--- config.mk ---
export PLATFORM = sky130hd
export DESIGN_NAME = seg_scan_decoder
export DESIGN_NICKNAME = d
export VERILOG_FILES = /design/src/rtl/seg_scan_decoder.sv
export SDC_FILE = /design/constraint.sdc
export NUM_CORES = 1
export LEC_CHECK = 0
export ABC_CLOCK_PERIOD_IN_PS = 2500
export BUFFER_PORTS_ARGS = -buffer_cell sky130_fd_sc_hd__buf_2
export CAP_MARGIN = 30
export CORE_MARGIN = 3
export CORE_UTILIZATION = 59
export CTS_CLUSTER_DIAMETER = 120
export DETAILED_ROUTE_END_ITERATION = 10
export PLACE_DENSITY = 0.89
export SLEW_MARGIN = 20
export SYNTH_ARGS = -nofsm -noshare
export SYNTH_HDL_FRONTEND = slang
export SYNTH_SLANG_ARGS = --single-unit
--- constraint.sdc ---
create_clock -name clk -period 2.5 [get_ports clk]
set_input_delay 0.25 -clock clk [delete_from_list [all_inputs] [get_ports clk]]
set_output_delay 0.25 -clock clk [all_outputs]
set_load 0.02 [all_outputs]
--- src/rtl/seg_scan_decoder.sv ---
// rtl/seg_scan_decoder.sv - multiplexed 7-segment scan decoder with frame stability commit
// Optional SEG_ERR_CNT_EN adds a saturating 8-bit err_cnt output.
module seg_scan_decoder #(
  parameter int SETTLE       = 2,
  parameter int STABLE_SCANS = 2
) (
  input  logic        clk,
  input  logic        rst_n,
  input  logic [6:0]  seg,
  input  logic [3:0]  dig,
  output logic [15:0] value,
  output logic        valid,
  output logic        err,
`ifdef SEG_ERR_CNT_EN
  output logic [1:0]  err_digit,
  output logic [7:0]  err_cnt
`else
  output logic [1:0]  err_digit
`endif
);

  localparam logic [3:0] SETTLE_L = 4'(SETTLE);
  localparam logic [3:0] SETTLE_M1 = 4'(SETTLE - 1);
  localparam logic [2:0] STABLE_L = 3'(STABLE_SCANS);
  localparam logic [2:0] STABLE_M1 = 3'(STABLE_SCANS - 1);

  logic [3:0]  dig_q, dig_d;
  logic [3:0]  dwell_q, dwell_d;
  logic [15:0] slot_q, slot_d;
  logic [3:0]  seen_q, seen_d;
  logic [15:0] prev_q, prev_d;
  logic [2:0]  stable_q, stable_d;
  logic [15:0] value_q, value_d;
  logic        valid_q, valid_d;
  logic        err_q, err_d;
  logic [1:0]  err_digit_q, err_digit_d;
`ifdef SEG_ERR_CNT_EN
  logic [7:0]  err_cnt_q, err_cnt_d;
`endif

  logic       dig_onehot;
  logic       fire;
  logic       frame_done;
  logic [1:0] dig_idx;
  logic       dec_ok;
  logic [3:0] dec_nib;

  always_comb begin
    dec_ok  = 1'b1;
    dec_nib = 4'h0;
    case (seg)
      7'b0111111: dec_nib = 4'h0;
      7'b0000110: dec_nib = 4'h1;
      7'b1011011: dec_nib = 4'h2;
      7'b1001111: dec_nib = 4'h3;
      7'b1100110: dec_nib = 4'h4;
      7'b1101101: dec_nib = 4'h5;
      7'b1111101: dec_nib = 4'h6;
      7'b0000111: dec_nib = 4'h7;
      7'b1111111: dec_nib = 4'h8;
      7'b1101111: dec_nib = 4'h9;
      7'b1110111: dec_nib = 4'hA;
      7'b1111100: dec_nib = 4'hB;
      7'b0111001: dec_nib = 4'hC;
      7'b1011110: dec_nib = 4'hD;
      7'b1111001: dec_nib = 4'hE;
      7'b1110001: dec_nib = 4'hF;
      default:    dec_ok  = 1'b0;
    endcase
  end

  always_comb begin
    dig_idx = 2'd0;
    case (dig)
      4'b0010: dig_idx = 2'd1;
      4'b0100: dig_idx = 2'd2;
      4'b1000: dig_idx = 2'd3;
      default: dig_idx = 2'd0;
    endcase
  end

  assign dig_onehot = (dig != 4'd0) && ((dig & (dig - 4'd1)) == 4'd0);
  // Sample on the single cycle the dwell steps onto SETTLE; saturation blocks repeats.
  assign fire       = (dig == dig_q) && dig_onehot && (dwell_q == SETTLE_M1);
  assign frame_done = (seen_q == 4'hF);

  always_comb begin
    dig_d       = dig;
    dwell_d     = dwell_q;
    slot_d      = slot_q;
    seen_d      = seen_q;
    prev_d      = prev_q;
    stable_d    = stable_q;
    value_d     = value_q;
    valid_d     = 1'b0;
    err_d       = 1'b0;
    err_digit_d = err_digit_q;

    if (dig != dig_q) begin
      dwell_d = 4'd0;
    end else if (dig_onehot && (dwell_q < SETTLE_L)) begin
      dwell_d = dwell_q + 4'd1;
    end

    if (frame_done) begin
      seen_d = 4'd0;
    end

    if (fire && !dec_ok) begin
      err_d       = 1'b1;
      err_digit_d = dig_idx;
      seen_d      = 4'd0;
      stable_d    = 3'd0;
    end else begin
      // A sample coinciding with the compare edge belongs to the next frame.
      if (fire) begin
        slot_d[dig_idx*4 +: 4] = dec_nib;
        seen_d[dig_idx]        = 1'b1;
      end
      if (frame_done) begin
        if ((stable_q != 3'd0) && (slot_q == prev_q)) begin
          if (stable_q < STABLE_L) begin
            stable_d = stable_q + 3'd1;
            if (stable_q == STABLE_M1) begin
              value_d = slot_q;
              valid_d = 1'b1;
            end
          end
        end else begin
          prev_d   = slot_q;
          stable_d = 3'd1;
          if (STABLE_L == 3'd1) begin
            value_d = slot_q;
            valid_d = 1'b1;
          end
        end
      end
    end
  end

`ifdef SEG_ERR_CNT_EN
  always_comb begin
    err_cnt_d = err_cnt_q;
    if (err_d && (err_cnt_q != 8'hFF)) begin
      err_cnt_d = err_cnt_q + 8'd1;
    end
  end
`endif

  always_ff @(posedge clk) begin
    if (!rst_n) begin
      dig_q       <= 4'd0;
      dwell_q     <= 4'd0;
      slot_q      <= 16'd0;
      seen_q      <= 4'd0;
      prev_q      <= 16'd0;
      stable_q    <= 3'd0;
      value_q     <= 16'd0;
      valid_q     <= 1'b0;
      err_q       <= 1'b0;
      err_digit_q <= 2'd0;
    end else begin
      dig_q       <= dig_d;
      dwell_q     <= dwell_d;
      slot_q      <= slot_d;
      seen_q      <= seen_d;
      prev_q      <= prev_d;
      stable_q    <= stable_d;
      value_q     <= value_d;
      valid_q     <= valid_d;
      err_q       <= err_d;
      err_digit_q <= err_digit_d;
    end
  end

`ifdef SEG_ERR_CNT_EN
  always_ff @(posedge clk) begin
    if (!rst_n) begin
      err_cnt_q <= 8'd0;
    end else begin
      err_cnt_q <= err_cnt_d;
    end
  end
  assign err_cnt = err_cnt_q;
`endif

  assign value     = value_q;
  assign valid     = valid_q;
  assign err       = err_q;
  assign err_digit = err_digit_q;

endmodule

==> results.txt <==
The run finished with clean final reports. The run gives 0 as the number of hold violations in the final report. The run gives 67 as the number of clock sinks. The required time reported for the critical path endpoint was 2.76 ns. For the pin with the worst max-slew slack, the measured transition is 0.618 ns. The path with the worst hold slack has its endpoint at dig_q[0]$_SDFF_PN0_. VDD sags by at most 0.386 mV.

The number of antenna violations at the first check in global routing was 0; the number of cells traversed by the worst hold path was 2. The number of setup buffers added after CTS is 0. In this run the register-to-register setup slack is 0.32 ns.

The data arrival time of the worst path was 2.44 ns. Global routing finished with a remaining overflow of 0. Counting I/O delays and the setup requirement, the final critical path takes 2.18 ns.

The worst setup path is captured at a flop. The finished layout cell area came out at 0.00379 mm^2. Summing the sequential cell areas from Yosys gives 39.4% of the chip area. The iteration count of the initial detailed-routing pass is 5, and the number of design rule violations left after detail routing is 0.

After detailed routing, the total wire length is 7.22 mm. Global placement routability congestion: 0.875. In this run the power spent charging and discharging nets is 0.501 mW. The worst hold path begins at dig[0]. Setup repair after global routing left no endpoint under its margin. Total of fill cells in the finished design: 436. The number of enable-type register cells in the synthesized netlist is 0. The switching part of the total power was 23.0%. The die width was 82.0 um; the clock-pin slew of the registers on the worst-case setup and hold paths was 0.07 ns. The maximum buffer depth of the clock tree is 2. Count of maximum capacitance violations: 0.

The number of global-route vias before repair was 2,481. The logs give 0.00554 mm^2 for the area of the core and 5.11 mm for the half-perimeter wire length of the detailed placement result. In this run the number of H-tree levels came out at 3.

The number of port buffers was 32; the final max-slew violation count was 0. The fraction of the cycle the final worst path needs is 87.1%. The maximum number of pins on one net before global-route repair was 55. The instance area after placement was 0.00358 mm^2; the wire length of the first global-routing pass was 11.7 mm. The number of nets handed over by synthesis was 390. For this run, the top clock speed supported by timing is 0.459 GHz. Counting flops with an async set or reset pin after synthesis yields a share of 0%. The endpoint identified for the worst register-to-register timing path is value[14]$_SDFFE_PN0P_. The initial utilization of the core area, before any placement, comes to 61.4%. Summing every instance area after synthesis gives 0.00340 mm^2. Across the routed clock network, the largest skew measured is 0.00964 ns.

Clock latency on the worst-skew pair: 0.34 ns. The share of power burned in the clock network is 45.0%, and the vertical extent of the die is 82.0 um. Per report_power, the sequential group accounts for 49.3% of the total.

TritonCTS built the clock tree. The tree is rooted in a clkbuf_8. Setup violations remaining at the end of the flow were counted as 0.

The total number of vias was 2,702. The floorplan has 27 rows. Critical path launch point type: a flop.

Summed over all cells, the static leakage comes to 1.68 nW. The most used routing layer in global routing is met2. Counting distinct cell types in the post-synthesis netlist gives 57. In the final design database the tool counted 416 nets.

The worst slew margin relative to its limit was 58.6%; the number of warnings issued by yosys was 0. The tools report the number of buffers created by CTS as 9. The count of nets left with antenna violations once routing finished came out at 0.

In this run the count of I/O pins placed on the die edge is 33. The number of vias per cell came out at 5.77. The run gives 39.3% as the met2 track utilization from global routing.

The flop and latch count out of synthesis is 67, and the number of antenna cells inserted is 0. In the final routed layout, each cell accounts on average for 15.4 um. The length in cells of the worst reg-to-reg path is 7.

The worst min-delay path category is input port to flop. The power per unit of standard cell area is 574 mW/mm^2. The die area was 0.00672 mm^2; the area growth from synthesis to layout was 11.4%. The internal portion of the total power is 1.68 mW. Layout cell share with drive strength beyond 1: 17.2%. The worst setup path is of the flop to flop kind.

Combinational cells account for 5.7% of the total power. For met1 alone, demand over resource in global routing was 28.1%. Dividing the synthesized area by the synthesized cell count gives 9.33 um^2. The count of instances resized after the clock tree is built is 0, and the number of DRC markers after the initial detailed-route iteration is 189. Of all nets on the critical path, the largest fanout is 16. The prevailing post-synth register cell was dfxtp_1. For the overall global routing resource usage, the log shows 23.0%. Setup total negative slack on the finished layout was measured at 0 ns. Global routing used 6.14% of the available met3 tracks.

The post-cts hold buffer count came out at 0. Synthesis produced 365 cells. The tools report the worst flop-to-flop path startpoint as stable_q[1]$_SDFFE_PP0P_.
cells by family (layout without fill, tap and decap cells):
kind of cell	after synthesis	count (layout)	share of synthesized area [%]
compound gates	35	35	8.34
flops	67	67	39.4
xor+xnor	24	24	6.17
fa+ha+maj	12	12	4.41
mux	49	49	14.4
buf+inv	28	59	4.23
simple gates	150	150	23.0
synthesized netlist by cell type (2+ instances only):
master      n  share of area [%]
a21oi_1     5               0.73
xor2_1      6                1.5
nand3_1     5               0.73
or2_0       4               0.73
nand2_1    66                7.3
a31oi_1     3               0.55
clkbuf_1    9               0.99
xnor2_1    18                4.6
nand2b_1    2               0.37
a211oi_1    3               0.66
ha_1       12                4.4
nor3_1      5               0.73
inv_1       8               0.88
and2_1      6                1.1
or3_1       4               0.73
a22oi_1     3               0.66
buf_2       7                1.0
nand3b_1    3               0.66
or2_2       9                1.7
nand4b_1    5                1.3
mux2i_1    49                 14
nor3b_1     3               0.66
nand4_1     8                1.5
nand4bb_1   2               0.66
dfxtp_1    67                 39
buf_6       2               0.66
nor2_1     16                1.8
a311oi_1    2               0.51
o21ai_0     5               0.73
per-layer routing:
metal  vias to the layer above  part of all wire [%]  routed length [um]
li1                       1333                     -                   -
met1                      1284                    43                3090
met2                        76                    51                3650
met3                         9                   5.3                 382
met4                         0                   1.3                  93
met5                         -                     0                   0
power groups by stage:
stage / registers [mW] / logic (mW) / clock network [mW]
after detailed placement: 1.10 / 0.122 / 0
after CTS: 1.07 / 0.123 / 0.994
final: 1.07 / 0.125 / 0.979
after global routing: 1.07 / 0.138 / 1.04
after global placement: 1.10 / 0.118 / 0
after floorplan: 1.10 / 0.0925 / 0
registers in the layout, summed over array words and instances (netlist names):
signal / count
prev_q: 16
slot_q: 16
value: 16
dig_q: 4
dwell_q: 4
seen_q: 4
stable_q: 3
err_digit: 2
err: 1
valid: 1
through the flow:
step	setup slack (ns)	power, mW	util [%]	hold slack [ns]	std cells
floorplan	0.247	1.19	-	0.372	365
global placement	0.197	1.21	64.5	0.443	452
detailed placement	0.132	1.22	64.5	0.448	452
CTS	0.323	2.19	68.5	0.198	468
global route	0.169	2.25	68.5	0.221	468
finish	0.321	2.18	68.5	0.210	468
cell usage in the layout (no fill, tap or decap), types with 6 or more instances in the layout:
| master | netlist | routed |
|---|---|---|
| dfxtp_1 | 67 | 67 |
| nand2_1 | 66 | 66 |
| mux2i_1 | 49 | 49 |
| buf_2 | 7 | 32 |
| xnor2_1 | 18 | 18 |
| nor2_1 | 16 | 16 |
| ha_1 | 12 | 12 |
| or2_2 | 9 | 9 |
| clkbuf_8 | 0 | 9 |
| inv_1 | 8 | 8 |
| nand4_1 | 8 | 8 |
| and2_1 | 6 | 6 |
| xor2_1 | 6 | 6 |
worst max-delay path, cell delays in order, from the launching register on:
cell and delay, ns:
dfxtp_1 0.39, inv_1 0.09, ha_1 0.20, a211oi_1 0.26, nand3_1 0.28, or3_1 0.41
buf_4 0.24, mux2i_1 0.21
cell type report:
class / count / area [um^2] / share of cell area (%)
clock buffers: 10 / 128 / 3.37
inverters: 8 / 30.0 / 0.792
flip-flops and latches: 67 / 1340 / 35.4
clock inverters: 6 / 88.8 / 2.34
multi-input cells: 270 / 1920 / 50.6
well taps: 72 / 90.1 / 2.38
repair buffers: 35 / 195 / 5.15
worst max-delay path by stage:
stage                                  start                 endpoint  slack (ns)  cells after the start
finish              stable_q[1]$_SDFFE_PP0P_   value[14]$_SDFFE_PN0P_        0.32                      7
global route        stable_q[1]$_SDFFE_PP0P_   value[12]$_SDFFE_PN0P_        0.17                      7
CTS                  slot_q[15]$_SDFFE_PN0P_   value[14]$_SDFFE_PN0P_        0.32                      7
detailed placement                    dig[3]  slot_q[14]$_SDFFE_PN0P_        0.13                      7
global placement                      dig[3]  slot_q[14]$_SDFFE_PN0P_        0.20                      7
floorplan                             dig[3]  slot_q[15]$_SDFFE_PN0P_        0.25                      8
(Power assumes the default switching activity.)
